**config.mk**
```make
export PLATFORM = sky130hd
export DESIGN_NAME = cen_gen_multi
export DESIGN_NICKNAME = d
export VERILOG_FILES = /design/src/rtl/cen_gen_multi.sv
export SDC_FILE = /design/constraint.sdc
export NUM_CORES = 1
export LEC_CHECK = 0
export CAP_MARGIN = 5
export CORE_UTILIZATION = 37
export CTS_CLUSTER_SIZE = 20
export DETAILED_ROUTE_END_ITERATION = 16
export GPL_ROUTABILITY_DRIVEN = 1
export GPL_TIMING_DRIVEN = 0
export HOLD_SLACK_MARGIN = 0.05
export PLACE_DENSITY = 0.62
export SLEW_MARGIN = 20
export SYNTH_ARGS = -nofsm -noshare
export SYNTH_HDL_FRONTEND = slang
export SYNTH_SLANG_ARGS = --single-unit
```
**constraint.sdc**
```tcl
create_clock -name refclk -period 7.35 [get_ports refclk]
set_clock_uncertainty 0.05 [all_clocks]
set_input_delay 2.205 -clock refclk [delete_from_list [all_inputs] [get_ports refclk]]
set_output_delay 2.205 -clock refclk [all_outputs]
set_load 0.05 [all_outputs]
```
**src/rtl/cen_gen_multi.sv**
```systemverilog
// -----------------------------------------------------------------------------
// cen_gen_multi
// Multi-channel fractional clock-enable generator running on one master clock.
// Each channel runs a modulo accumulator that adds `num` every cycle and wraps
// at `den`. Every wrap produces a one-cycle enable, so the average rate is
// num/den of refclk. An optional companion accumulator per channel produces a
// phase-lagged copy of the same train. `locked` rises once the configuration
// has stayed unchanged for LOCK_CYCLES cycles.
//
// Optional feature macro: CEN_GEN_MULTI_PHASE_EN
//   defined   : companion accumulators and phase registers are built, and
//               cen_ph is live.
//   undefined : cen_ph is tied to 0, cfg_phase is ignored (including in write
//               validation), and the main accumulator reloads to 0 on a write.
//
// Parameters:
//   CHANNELS    number of enable channels (1..16)
//   ACC_W       accumulator / numerator / denominator / phase width
//   LOCK_CYCLES cycles from reset release or accepted write until locked = 1
//   DEF_NUM     numerator loaded into every channel at reset
//   DEF_DEN     denominator loaded into every channel at reset
//
// Ports:
//   refclk     master clock, rising edge
//   rst        asynchronous active-high reset
//   cfg_wr     single-cycle configuration write strobe
//   cfg_ch     target channel of the write
//   cfg_num    enable numerator (accumulator step)
//   cfg_den    enable denominator (accumulator modulus)
//   cfg_phase  companion lag in accumulator units
//   cfg_err    one-cycle pulse in the cycle after a rejected write
//   cen        main enable, one bit per channel
//   cen_ph     companion (phase-lagged) enable, one bit per channel
//   locked     enable trains have been stable for LOCK_CYCLES cycles
//
// Write strobe semantics: there is no backpressure. cfg_wr is a one-cycle
// strobe sampled on a rising refclk edge together with cfg_ch/num/den/phase.
// A valid write takes effect on that edge; an invalid one changes nothing and
// is answered by cfg_err in the following cycle. Writes while rst is high are
// ignored.
// -----------------------------------------------------------------------------
module cen_gen_multi #(
  parameter int CHANNELS    = 4,
  parameter int ACC_W       = 16,
  parameter int LOCK_CYCLES = 256,
  parameter int DEF_NUM     = 1,
  parameter int DEF_DEN     = 8
) (
  input  logic                refclk,
  input  logic                rst,
  input  logic                cfg_wr,
  input  logic [3:0]          cfg_ch,
  input  logic [ACC_W-1:0]    cfg_num,
  input  logic [ACC_W-1:0]    cfg_den,
  input  logic [ACC_W-1:0]    cfg_phase,
  output logic                cfg_err,
  output logic [CHANNELS-1:0] cen,
  output logic [CHANNELS-1:0] cen_ph,
  output logic                locked
);

  localparam int               LCW      = $clog2(LOCK_CYCLES + 1);
  localparam logic [LCW-1:0]   LOCK_MAX = LCW'(LOCK_CYCLES);
  localparam logic [ACC_W-1:0] NUM_RST  = ACC_W'(DEF_NUM);
  localparam logic [ACC_W-1:0] DEN_RST  = ACC_W'(DEF_DEN);

  logic             w_ch_ok;
  logic             w_ratio_ok;
  logic             w_phase_ok;
  logic             w_wr_ok;
  logic [ACC_W-1:0] w_reload;
  logic             r_err;
  logic [LCW-1:0]   r_lock_cnt;

  // Write validation. num <= den keeps at most one wrap per cycle, and
  // phase < den keeps the reloaded accumulator inside its modulus.
  assign w_ch_ok    = (int'(cfg_ch) < CHANNELS);
  assign w_ratio_ok = (cfg_den != '0) && (cfg_num != '0) && (cfg_num <= cfg_den);
`ifdef CEN_GEN_MULTI_PHASE_EN
  assign w_phase_ok = (cfg_phase < cfg_den);
  assign w_reload   = cfg_phase;
`else
  logic w_cfg_phase_unused;
  assign w_phase_ok         = 1'b1;
  assign w_reload           = '0;
  assign w_cfg_phase_unused = ^cfg_phase;
`endif
  assign w_wr_ok = cfg_wr && w_ch_ok && w_ratio_ok && w_phase_ok;

  for (genvar g = 0; g < CHANNELS; g++) begin : g_ch
    logic [ACC_W-1:0] r_num;
    logic [ACC_W-1:0] r_den;
    logic [ACC_W-1:0] r_acc_m;
    logic             r_cen;
    logic             w_sel;
    logic [ACC_W:0]   w_sum_m;

    assign w_sel   = w_wr_ok && (int'(cfg_ch) == g);
    // One extra bit so acc + num cannot overflow before the compare.
    assign w_sum_m = {1'b0, r_acc_m} + {1'b0, r_num};

    always_ff @(posedge refclk or posedge rst) begin
      if (rst) begin
        r_num   <= NUM_RST;
        r_den   <= DEN_RST;
        r_acc_m <= '0;
        r_cen   <= 1'b0;
      end else if (w_sel) begin
        r_num   <= cfg_num;
        r_den   <= cfg_den;
        r_acc_m <= w_reload;
        r_cen   <= 1'b0;
      end else if (w_sum_m >= {1'b0, r_den}) begin
        // sum - den < den fits in ACC_W bits, so the low bits are exact.
        r_acc_m <= w_sum_m[ACC_W-1:0] - r_den;
        r_cen   <= 1'b1;
      end else begin
        r_acc_m <= w_sum_m[ACC_W-1:0];
        r_cen   <= 1'b0;
      end
    end

    assign cen[g] = r_cen;

`ifdef CEN_GEN_MULTI_PHASE_EN
    logic [ACC_W-1:0] r_phase;
    logic [ACC_W-1:0] r_acc_c;
    logic             r_cen_ph;
    logic [ACC_W:0]   w_sum_c;
    logic             w_phase_unused;

    assign w_sum_c = {1'b0, r_acc_c} + {1'b0, r_num};

    // Companion runs the same ratio from 0 while main starts at phase, so the
    // companion trails main by phase/num cycles.
    always_ff @(posedge refclk or posedge rst) begin
      if (rst) begin
        r_phase  <= '0;
        r_acc_c  <= '0;
        r_cen_ph <= 1'b0;
      end else if (w_sel) begin
        r_phase  <= cfg_phase;
        r_acc_c  <= '0;
        r_cen_ph <= 1'b0;
      end else if (w_sum_c >= {1'b0, r_den}) begin
        r_acc_c  <= w_sum_c[ACC_W-1:0] - r_den;
        r_cen_ph <= 1'b1;
      end else begin
        r_acc_c  <= w_sum_c[ACC_W-1:0];
        r_cen_ph <= 1'b0;
      end
    end

    // The stored phase only matters at reload time; it is kept as the
    // channel's configured value.
    assign w_phase_unused = ^r_phase;
    assign cen_ph[g]      = r_cen_ph;
`else
    assign cen_ph[g] = 1'b0;
`endif
  end

  // Lock counter: cleared by any accepted write, saturates at LOCK_CYCLES.
  // A write on the saturating edge clears it, so the write wins.
  always_ff @(posedge refclk or posedge rst) begin
    if (rst) begin
      r_lock_cnt <= '0;
      r_err      <= 1'b0;
    end else begin
      r_err <= cfg_wr && !w_wr_ok;
      if (w_wr_ok) begin
        r_lock_cnt <= '0;
      end else if (r_lock_cnt != LOCK_MAX) begin
        r_lock_cnt <= r_lock_cnt + LCW'(1);
      end
    end
  end

  assign locked  = (r_lock_cnt == LOCK_MAX);
  assign cfg_err = r_err;

endmodule

```
# Word level (Yosys, flattened, before mapping)

Index checks and enable logic that the tools add are counted.

Bits in registers: 206
Bits of input ports: 55
Output and inout port bits: 10
Logic and storage cells: 70

$add $sub $neg: 9
$lt $le $gt $ge: 6
Equality and inequality tests: 5
Muxes and demuxes: 18
Reductions and logical operators: 14

Operators with widths:

| operator              | count |
|---|---|
| $mux W16              | 8 |
| $add A16 B16 Y17      | 4 |
| $ge A17 B16 Y1        | 4 |
| $sub A16 B16 Y16      | 4 |
| $reduce_bool A16 Y1   | 2 |
| $mux W9               | 2 |
| $le A16 B16 Y1        | 1 |
| $add A9 B1 Y9 const B | 1 |
| $eq A9 B9 Y1 const B  | 1 |
| $logic_and A1 B1 Y1   | 9 |
| $ne A9 B9 Y1 const B  | 1 |
| $eq A4 B3 Y1 const B  | 2 |
| $mux W1               | 8 |
| $eq A4 B2 Y1 const B  | 1 |
| $logic_not A4 Y1      | 1 |
| $lt A4 B3 Y1 const B  | 1 |
| $reduce_bool A2 Y1    | 1 |
| $logic_not A1 Y1      | 1 |

# Depth between registers and ports, before layout

Gate-level depths: netlist of the first run.

Word-level depth: 6
Depth in mapped cells: 19

# Worst setup path before layout of the first run

OpenSTA, ideal clock, no wires.

Path type: input port to flip-flop
From: input cfg_den[1]
To: register g_ch[1].r_den[0]
Library setup time: 0.125 ns
Arrival time: 4.251 ns
Slack: 2.924 ns
Cell stages on the path: 11
Cells stage by stage: inv_1 > ha_1 > nor2b_1 > o211ai_1 > a2111oi_0 > a21o_1 > o31ai_4 > nand2_1 > nor2_2 > buf_2 > mux2_2

Longest elaborated chain between the ends: 5
Elaborated cells on any way between the ends: 6

Ends and longest elaborated chain:

| element                                                                | line | text |
|---|---|---|
| from (decl)                                                            | 54   | `input logic [ACC_W-1:0] cfg_den,` |
| parallel branches: the longest is 2 deep, another holds $le A16 B16 Y1 | --   |  |
| $logic_and A1 B1 Y1 *                                                  | 78   | `assign w_ratio_ok = (cfg_den != '0) && (cfg_num != '0) && (cfg_num <= cfg_den);` |
| $logic_and A1 B1 Y1 *                                                  | 88   | `assign w_wr_ok = cfg_wr && w_ch_ok && w_ratio_ok && w_phase_ok;` |
| $logic_and A1 B1 Y1 *                                                  | 98   | `assign w_sel = w_wr_ok && (int'(cfg_ch) == g);` |
| to (signal assigned)                                                   | 110  | `r_den <= cfg_den;` |
| to (decl)                                                              | 92   | `logic [ACC_W-1:0] r_den;` |

Mark *: on every way between the ends.
A chain may end at the register's enable or synchronous reset.

# Worst setup path in the final report of the first run

From: input cfg_num[9]
To: register g_ch[0].r_acc_m[7]

Longest elaborated chain between the ends: 6
Elaborated cells on any way between the ends: 7

Ends and longest elaborated chain:

| element                                                                | line | text |
|---|---|---|
| from (decl)                                                            | 53   | `input logic [ACC_W-1:0] cfg_num,` |
| parallel branches: the longest is 2 deep, another holds $le A16 B16 Y1 | --   |  |
| $logic_and A1 B1 Y1 *                                                  | 78   |  |
| $logic_and A1 B1 Y1 *                                                  | 88   |  |
| $logic_and A1 B1 Y1 *                                                  | 98   |  |
| $mux W16 *                                                             | 108  | `end else if (w_sel) begin` |
| to (signal assigned)                                                   | 111  | `r_acc_m <= w_reload;` |
| to (signal assigned)                                                   | 115  | `r_acc_m <= w_sum_m[ACC_W-1:0] - r_den;` |
| to (signal assigned)                                                   | 118  | `r_acc_m <= w_sum_m[ACC_W-1:0];` |
| to (decl)                                                              | 93   | `logic [ACC_W-1:0] r_acc_m;` |

Marked as above.

==> results of run 1 <==
-- worst max-delay path by stage --
| stage | start | endpoint | depth (start not counted) |
|---|---|---|---|
| 2_1_floorplan | rst | cfg_err$_DFF_PP0_ | 1 |
| 3_3_place_gp | rst | g_ch[1].r_num[13]$_DFFE_PP0P_ | 2 |
| 3_5_place_dp | cfg_num[1] | g_ch[0].r_acc_m[7]$_DFF_PP0_ | 12 |
| 4_1_cts | cfg_num[1] | g_ch[0].r_acc_m[7]$_DFF_PP0_ | 12 |
| 5_1_grt | cfg_num[1] | g_ch[0].r_acc_m[7]$_DFF_PP0_ | 12 |
| 6_report | cfg_num[9] | g_ch[0].r_acc_m[7]$_DFF_PP0_ | 12 |
-- state kept, by name, summed over array words and instances (netlist names) --
signal        flops
g_ch.r_num       64
g_ch.r_acc_m     64
r_lock_cnt        9
g_ch.r_den       64
g_ch.r_cen        4
cfg_err           1
-- final cells by class --
cell class | instances | area [µm²]
Tap cell | 518 | 648
Buffer | 44 | 249
Inverter | 125 | 473
Timing Repair Buffer | 49 | 551
Clock inverter | 6 | 57.6
Multi-Input combinational cell | 1192 | 8580
Fill cell | 3855 | 22100
Sequential cell | 206 | 5160
Clock buffer | 36 | 717
-- cells in the mapped netlist, drive strengths merged (30+ instances only) --
library cell,number
nor2,130
a21o,33
mux2i,54
a21oi,82
mux2,50
ha,146
buf,30
xor2,33
inv,125
nand2,148
o21ai,104
xnor2,62
dfrtp,198
nor3,35
nand3,30
-- through the flow --
step	hold slack (ns)	instances
after floorplan	0.398	1567
after global placement	0.410	2128
after detailed placement	0.419	2134
after CTS	0.427	2176
after global routing	0.440	2176
final	0.428	2176
-- tightest hold or removal path, stage by stage, from the launching register on --
cell	delay, ns
dfstp_2	0.37
nand2_1	0.05
o21ai_1	0.05
-- kinds of logic after synthesis --
| logic type | after synthesis | synth area share (%) |
|---|---|---|
| other | 1 | 0.0259 |
| flip-flops | 206 | 35.7 |
| buffers and inverters | 169 | 4.97 |
| adder cells (fa/ha/maj) | 154 | 13.7 |
| AND/OR/NAND/NOR | 475 | 15.5 |
| XOR/XNOR | 95 | 5.76 |
| AO/OA/AOI/OAI | 360 | 16.6 |
| multiplexers | 104 | 7.63 |
-- placed cells by master, fill, tap and decap left out, types with 7 or more instances in the layout --
| cell | Yosys | final |
|---|---|---|
| ha_1 | 146 | 146 |
| dfstp_2 | 8 | 8 |
| o21ai_1 | 11 | 11 |
| buf_2 | 16 | 16 |
| o21a_1 | 23 | 23 |
| nand3_1 | 30 | 30 |
| clkdlybuf4s50_1 | 0 | 43 |
| and3_1 | 26 | 26 |
| mux2_2 | 42 | 42 |
| nand2_1 | 147 | 147 |
| a31oi_1 | 17 | 17 |
| nand2b_1 | 12 | 12 |
| or3_1 | 16 | 16 |
| nand4_1 | 16 | 16 |
| a211oi_1 | 18 | 18 |
| a21oi_1 | 82 | 82 |
| o31a_1 | 7 | 7 |
| mux2_1 | 8 | 8 |
| buf_4 | 12 | 12 |
| nor2_1 | 126 | 126 |
| nor2b_1 | 27 | 27 |
| clkbuf_16 | 0 | 25 |
| o21bai_1 | 8 | 8 |
| nor4_1 | 14 | 14 |
| mux2i_1 | 54 | 54 |
| a21o_1 | 33 | 33 |
| dfrtp_1 | 198 | 198 |
| nor3_1 | 34 | 34 |
| fa_1 | 8 | 8 |
| inv_1 | 125 | 124 |
| xor2_1 | 33 | 33 |
| clkbuf_1 | 14 | 20 |
| o21ai_0 | 93 | 93 |
| xnor2_1 | 62 | 62 |
| a31o_2 | 7 | 7 |
-- metal layers --
layer	wire, µm	GRT usage [%]	share of wire [%]
met1	17800	27.5	47
met2	16800	31.8	44
met3	1920	2.60	5.1
met4	1210	5.94	3.2
met5	0	0	0
==> metrics.yaml, run 1 <==
yosys:
  yosysTopAreaCellShare_pct: 34.3
  ys_seq_area_share_pct: 35.7
  syn_area_per_cell_um2: 9.24
  yosysTopAreaCell: "dfrtp_1"
  synth-edff-count: 0
  synth_cells: 1564
  ys_top_cells_by_area: "dfrtp_1 (34%), ha_1 (13%), nand2_1 (3.8%)"
  synth_area_um2: 14500
  synth_seq_cells: 206
  synth_top_flop_cell: "dfrtp_1"
  ys_types: 76
  synth_async_sr_flop_share_pct: 100
  ys_warn_count: 0
floorplan:
  coreArea_um2: 38600
  die_y_um: 200
  pin_count: 65
  die_width_um: 200
  rows: 72
  dieArea_um2: 39900
  initial_core_util_pct: 37.5
routing:
  drt_first_pass_iters: 7
  route.vias.total: 11670
  dr.first_iter.drc_count: 649
  wl_per_cell_um: 17.3
  drc: 0
  vias_per_cell: 5.36
  ant_nets: 0
  routed_wl_um: 37700
worst_setup_path:
  arrival_ns: 5.76
  crit_top_cell: "buf_2"
  cpPeakStageDelay_ns: 0.88
  r2r_slack_ns: 2.61
  reg2reg_to: "g_ch[3].r_acc_m[6]$_DFF_PP0_"
  cp_max_fo: 10
  worstPathCellList: "clkdlybuf4s50_1 > ha_1 > a211oi_1 > o21ai_1 > o211ai_1 > a21oi_1 > o31ai_4 > nor3b_1 > buf_2 > buf_4 > buf_2 > nor2_1"
  crit_required_ns: 7.71
  path_delay_family: "buffers and inverters"
  cp-end-kind: "flip-flop"
  start_kind: "input port"
  reg2reg_depth: 19
  critical_path_class: "in -> reg"
  r2r_start: "g_ch[3].r_num[0]$_DFFE_PP1P_"
  slowest_stage: "clkdlybuf4s50_1"
  crit_buf_inv: 4
placement:
  place_ws_ns: 1.42
  placed_cell_area_um2: 15700
  port_buffers: 43
  dp_hpwl_um: 28500
  gp_congestion: 0.848
worst_hold_path:
  hold_start: "g_ch[2].r_num[0]$_DFFE_PP1P_"
  min_to: "g_ch[2].r_num[0]$_DFFE_PP1P_"
  hold_path.class: "reg -> reg"
  min_path_cells: 2
global_route:
  antenna_found_initial: 2
  grt_max_degree: 35
  overflow: 0
  grt_pass1_vias: 11496
  grt_usage_pct: 19.8
  grt_pass1_wl_um: 61400
cts:
  cts.clk_slew.worst_paths_ns: 0.06
  clockBufferDepth: 3
  postCtsSetupRepairBufs: 0
  root_buffer: "clkbuf_16"
  cts_tree: "yes"
  htree_levels: 1
  cts_hold_buf: 0
  insertion_delay_ns: 0.54
  cts_resized: 0
  numCtsBuffers: 24
  cts.sinks: 206
sta:
  fmax_mhz: 185
  worstMarginPinSlew_ns: 0.854
  slew_viol_final: 0
  fin_setup_tns_ns: 0
  setup_ws_ns: 1.95
  finalHoldViolations: 0
  final.period_utilization_pct: 73.5
  setup_viol: 0
  finalCriticalPeriod_ns: 5.40
  timing.slew.headroom_pct: 42.3
  rsz0062_at_grt: "false"
finish:
  final_cell_area_um2: 16400
  num_antenna_cells: 0
  syn_to_final_growth_pct: 13.8
  fin_nets: 1851
  drive_above_1_share_pct: 9.11
  final_util_pct: 42.6
outcome:
  status: "completed"
job:
  cap_violations: 0
Power of run 1 is not shown: default switching activity piles up to over one toggle a cycle in this logic, so the estimate is an artifact.
==> run 2, diff against run 1 <==
==> constraint.sdc (replaced) <==
create_clock -name refclk -period 4.7 [get_ports refclk]
set_clock_uncertainty 0.05 [all_clocks]
set_input_delay 1.41 -clock refclk [delete_from_list [all_inputs] [get_ports refclk]]
set_output_delay 1.41 -clock refclk [all_outputs]
set_load 0.05 [all_outputs]
==> metrics.yaml, run 2 (synthesis results as in run 1) <==
routing:
  dr.first_iter.drc_count: 609  # -6.2%
  ant_nets: 0  # unchanged
  wl_per_cell_um: 17.3  # about the same
  drc: 0  # unchanged
  drt_first_pass_iters: 5  # -2
  route.vias.total: 11689  # +0.16%
  routed_wl_um: 37900  # +0.37%
  vias_per_cell: 5.35  # -0.30%
cts:
  root_buffer: "clkbuf_16"
  cts_tree: "yes"
  numCtsBuffers: 24  # unchanged
  htree_levels: 1  # unchanged
  clockBufferDepth: 3  # unchanged
  insertion_delay_ns: 0.54  # about the same
  cts.clk_slew.worst_paths_ns: 0.06  # about the same
  cts.sinks: 206  # unchanged
placement:
  gp_congestion: 0.848  # unchanged
  port_buffers: 43  # unchanged
  placedCellCount: 2134  # unchanged
  dp_hpwl_um: 28500  # unchanged
sta:
  timing.slew.headroom_pct: 51.9  # +9.6 points
  hold_slack_ns: 0.427  # -0.000624 ns
  final.period_utilization_pct: 96.5
  setup_viol: 0  # unchanged
  finalCriticalPeriod_ns: 4.53
  finalHoldViolations: 0  # unchanged
  worstMarginPinSlew_ns: 0.719  # -0.135 ns
  fmax_mhz: 221
  slew_viol_final: 0  # unchanged
  fin_setup_tns_ns: 0  # unchanged
worst_setup_path:
  arrival_ns: 4.89  # -0.87 ns
  worstPathCellList: "clkdlybuf4s50_1 > ha_1 > a211oi_1 > o21ai_1 > o211ai_1 > a21oi_1 > o31ai_4 > nor3b_1 > buf_2 > buf_4 > buf_2 > nor2_1"
  start_kind: "input port"
  crit_top_cell: "buf_2"
  r2r_start: "g_ch[3].r_num[0]$_DFFE_PP1P_"
  crit_required_ns: 5.06  # -2.65 ns
  slowest_stage: "clkdlybuf4s50_1"
  setup.worst_path.start: "cfg_num[10]"
  cp_max_fo: 10  # unchanged
  cpPeakStageDelay_ns: 0.74  # -0.14 ns
  cp-end-kind: "flip-flop"
  critical_path_class: "in -> reg"
worst_hold_path:
  hold_path.class: "reg -> reg"
  hold_start: "g_ch[2].r_num[0]$_DFFE_PP1P_"
global_route:
  antenna_found_initial: 2  # unchanged
  grt_usage_pct: 19.8  # unchanged
  grt_max_degree: 35  # unchanged
  overflow: 0  # unchanged
  grt_pass1_wl_um: 61400  # unchanged
  grt_pass1_vias: 11496  # unchanged
floorplan:
  rows: 72  # unchanged
  die_y_um: 200  # unchanged
  coreArea_um2: 38600  # unchanged
  pin_count: 65  # unchanged
  die_width_um: 200  # unchanged
  initial_core_util_pct: 37.5  # unchanged
  dieArea_um2: 39900  # unchanged
finish:
  largestRegisters: "g_ch.r_acc_m (64), g_ch.r_den (64), g_ch.r_num (64)"
  drive_above_1_share_pct: 10.5  # +1.4 points
  layout_commonest_cell: "dfrtp_1"
  final_util_pct: 43.1  # +0.42 points
  fin_nets: 1861  # +0.54%
  syn_to_final_growth_pct: 14.9
  layout_common_cells: "dfrtp_1 (198), nand2_1 (147), ha_1 (144)"
  num_antenna_cells: 0  # unchanged
  stdcell_count: 2186  # +0.46%
job:
  cap_violations: 0  # unchanged
outcome:
  status: "completed"
-- run 2: cell count changes in the layout (fill, tap and decap cells not counted), sizes merged --
cell / delta
buf: +9
clkdlybuf4s50: -2
dlymetal6s2s: +2
clkbuf: +1
-- run 2: final timing paths --
kind	endpoint	slack (ns)	cells after the start
setup / recovery	g_ch[0].r_acc_m[7]$_DFF_PP0_	0.17	12
hold / removal	g_ch[2].r_num[0]$_DFFE_PP1P_	0.43	2
setup reg to reg	g_ch[3].r_acc_m[10]$_DFF_PP0_	0.23	19
hold reg to reg	g_ch[2].r_num[0]$_DFFE_PP1P_	0.43	2
max in group asynchronous	g_ch[1].r_num[0]$_DFFE_PP1P_	2.02	6
min in group asynchronous	r_lock_cnt[7]$_DFFE_PP0P_	1.22	2
-- run 2: worst max-delay path: cells and delay by family --
family | cells | cell delay (ns)
buf+inv | 4 | 1.59
compound gates | 5 | 0.99
simple gates | 2 | 0.47
fa+ha+maj | 1 | 0.40
-- run 2: stage by stage --
stage                     instance area (µm²)  setup slack (ns)
after CTS                               16400            0.0673
after detailed placement                15700            -0.434
after global routing                    16600          -0.00190
after floorplan                         14500             0.574
after global placement                  15500             -1.12
final                                   16600             0.167
-- run 2: repair_timing --
item                                    in CTS  in global routing
gates resized for setup                      1                 23
endpoints found under the setup margin       1                 54
pin swaps                                    0                 11
setup buffers                                0                 10
hold buffers                                 0                  0
-- run 2: cell type report --
cell class / instances / area (µm²)
Multi-Input combinational cell: 1192 / 8640
Clock inverter: 6 / 57.6
Fill cell: 3849 / 22000
Timing Repair Buffer: 59 / 631
Clock buffer: 36 / 717
Buffer: 44 / 272
Tap cell: 518 / 648
Inverter: 125 / 473
Sequential cell: 206 / 5160
-- run 2: layer usage --
layer  track usage [%]  share of wire, %  vias to the layer above
li1                  -                 -                     5705
met1              27.5                47                     5650
met2              31.8                44                      259
met3              2.60               5.0                       75
met4              5.94               3.2                        0
met5                 0                 0                        -
Power of run 2 is left out for the same reason.
==> run 3, diff against run 2 <==
--- a/config.mk
+++ b/config.mk
@@ -5,6 +5,7 @@
 export SDC_FILE = /design/constraint.sdc
 export NUM_CORES = 1
 export LEC_CHECK = 0
+export ABC_CLOCK_PERIOD_IN_PS = 4700
 export CAP_MARGIN = 5
 export CORE_UTILIZATION = 37
 export CTS_CLUSTER_SIZE = 20
==> results of run 3 <==
No change in the layout: final DEF, timing and power equal those of run 2.
Power of run 3 is left out for the same reason.
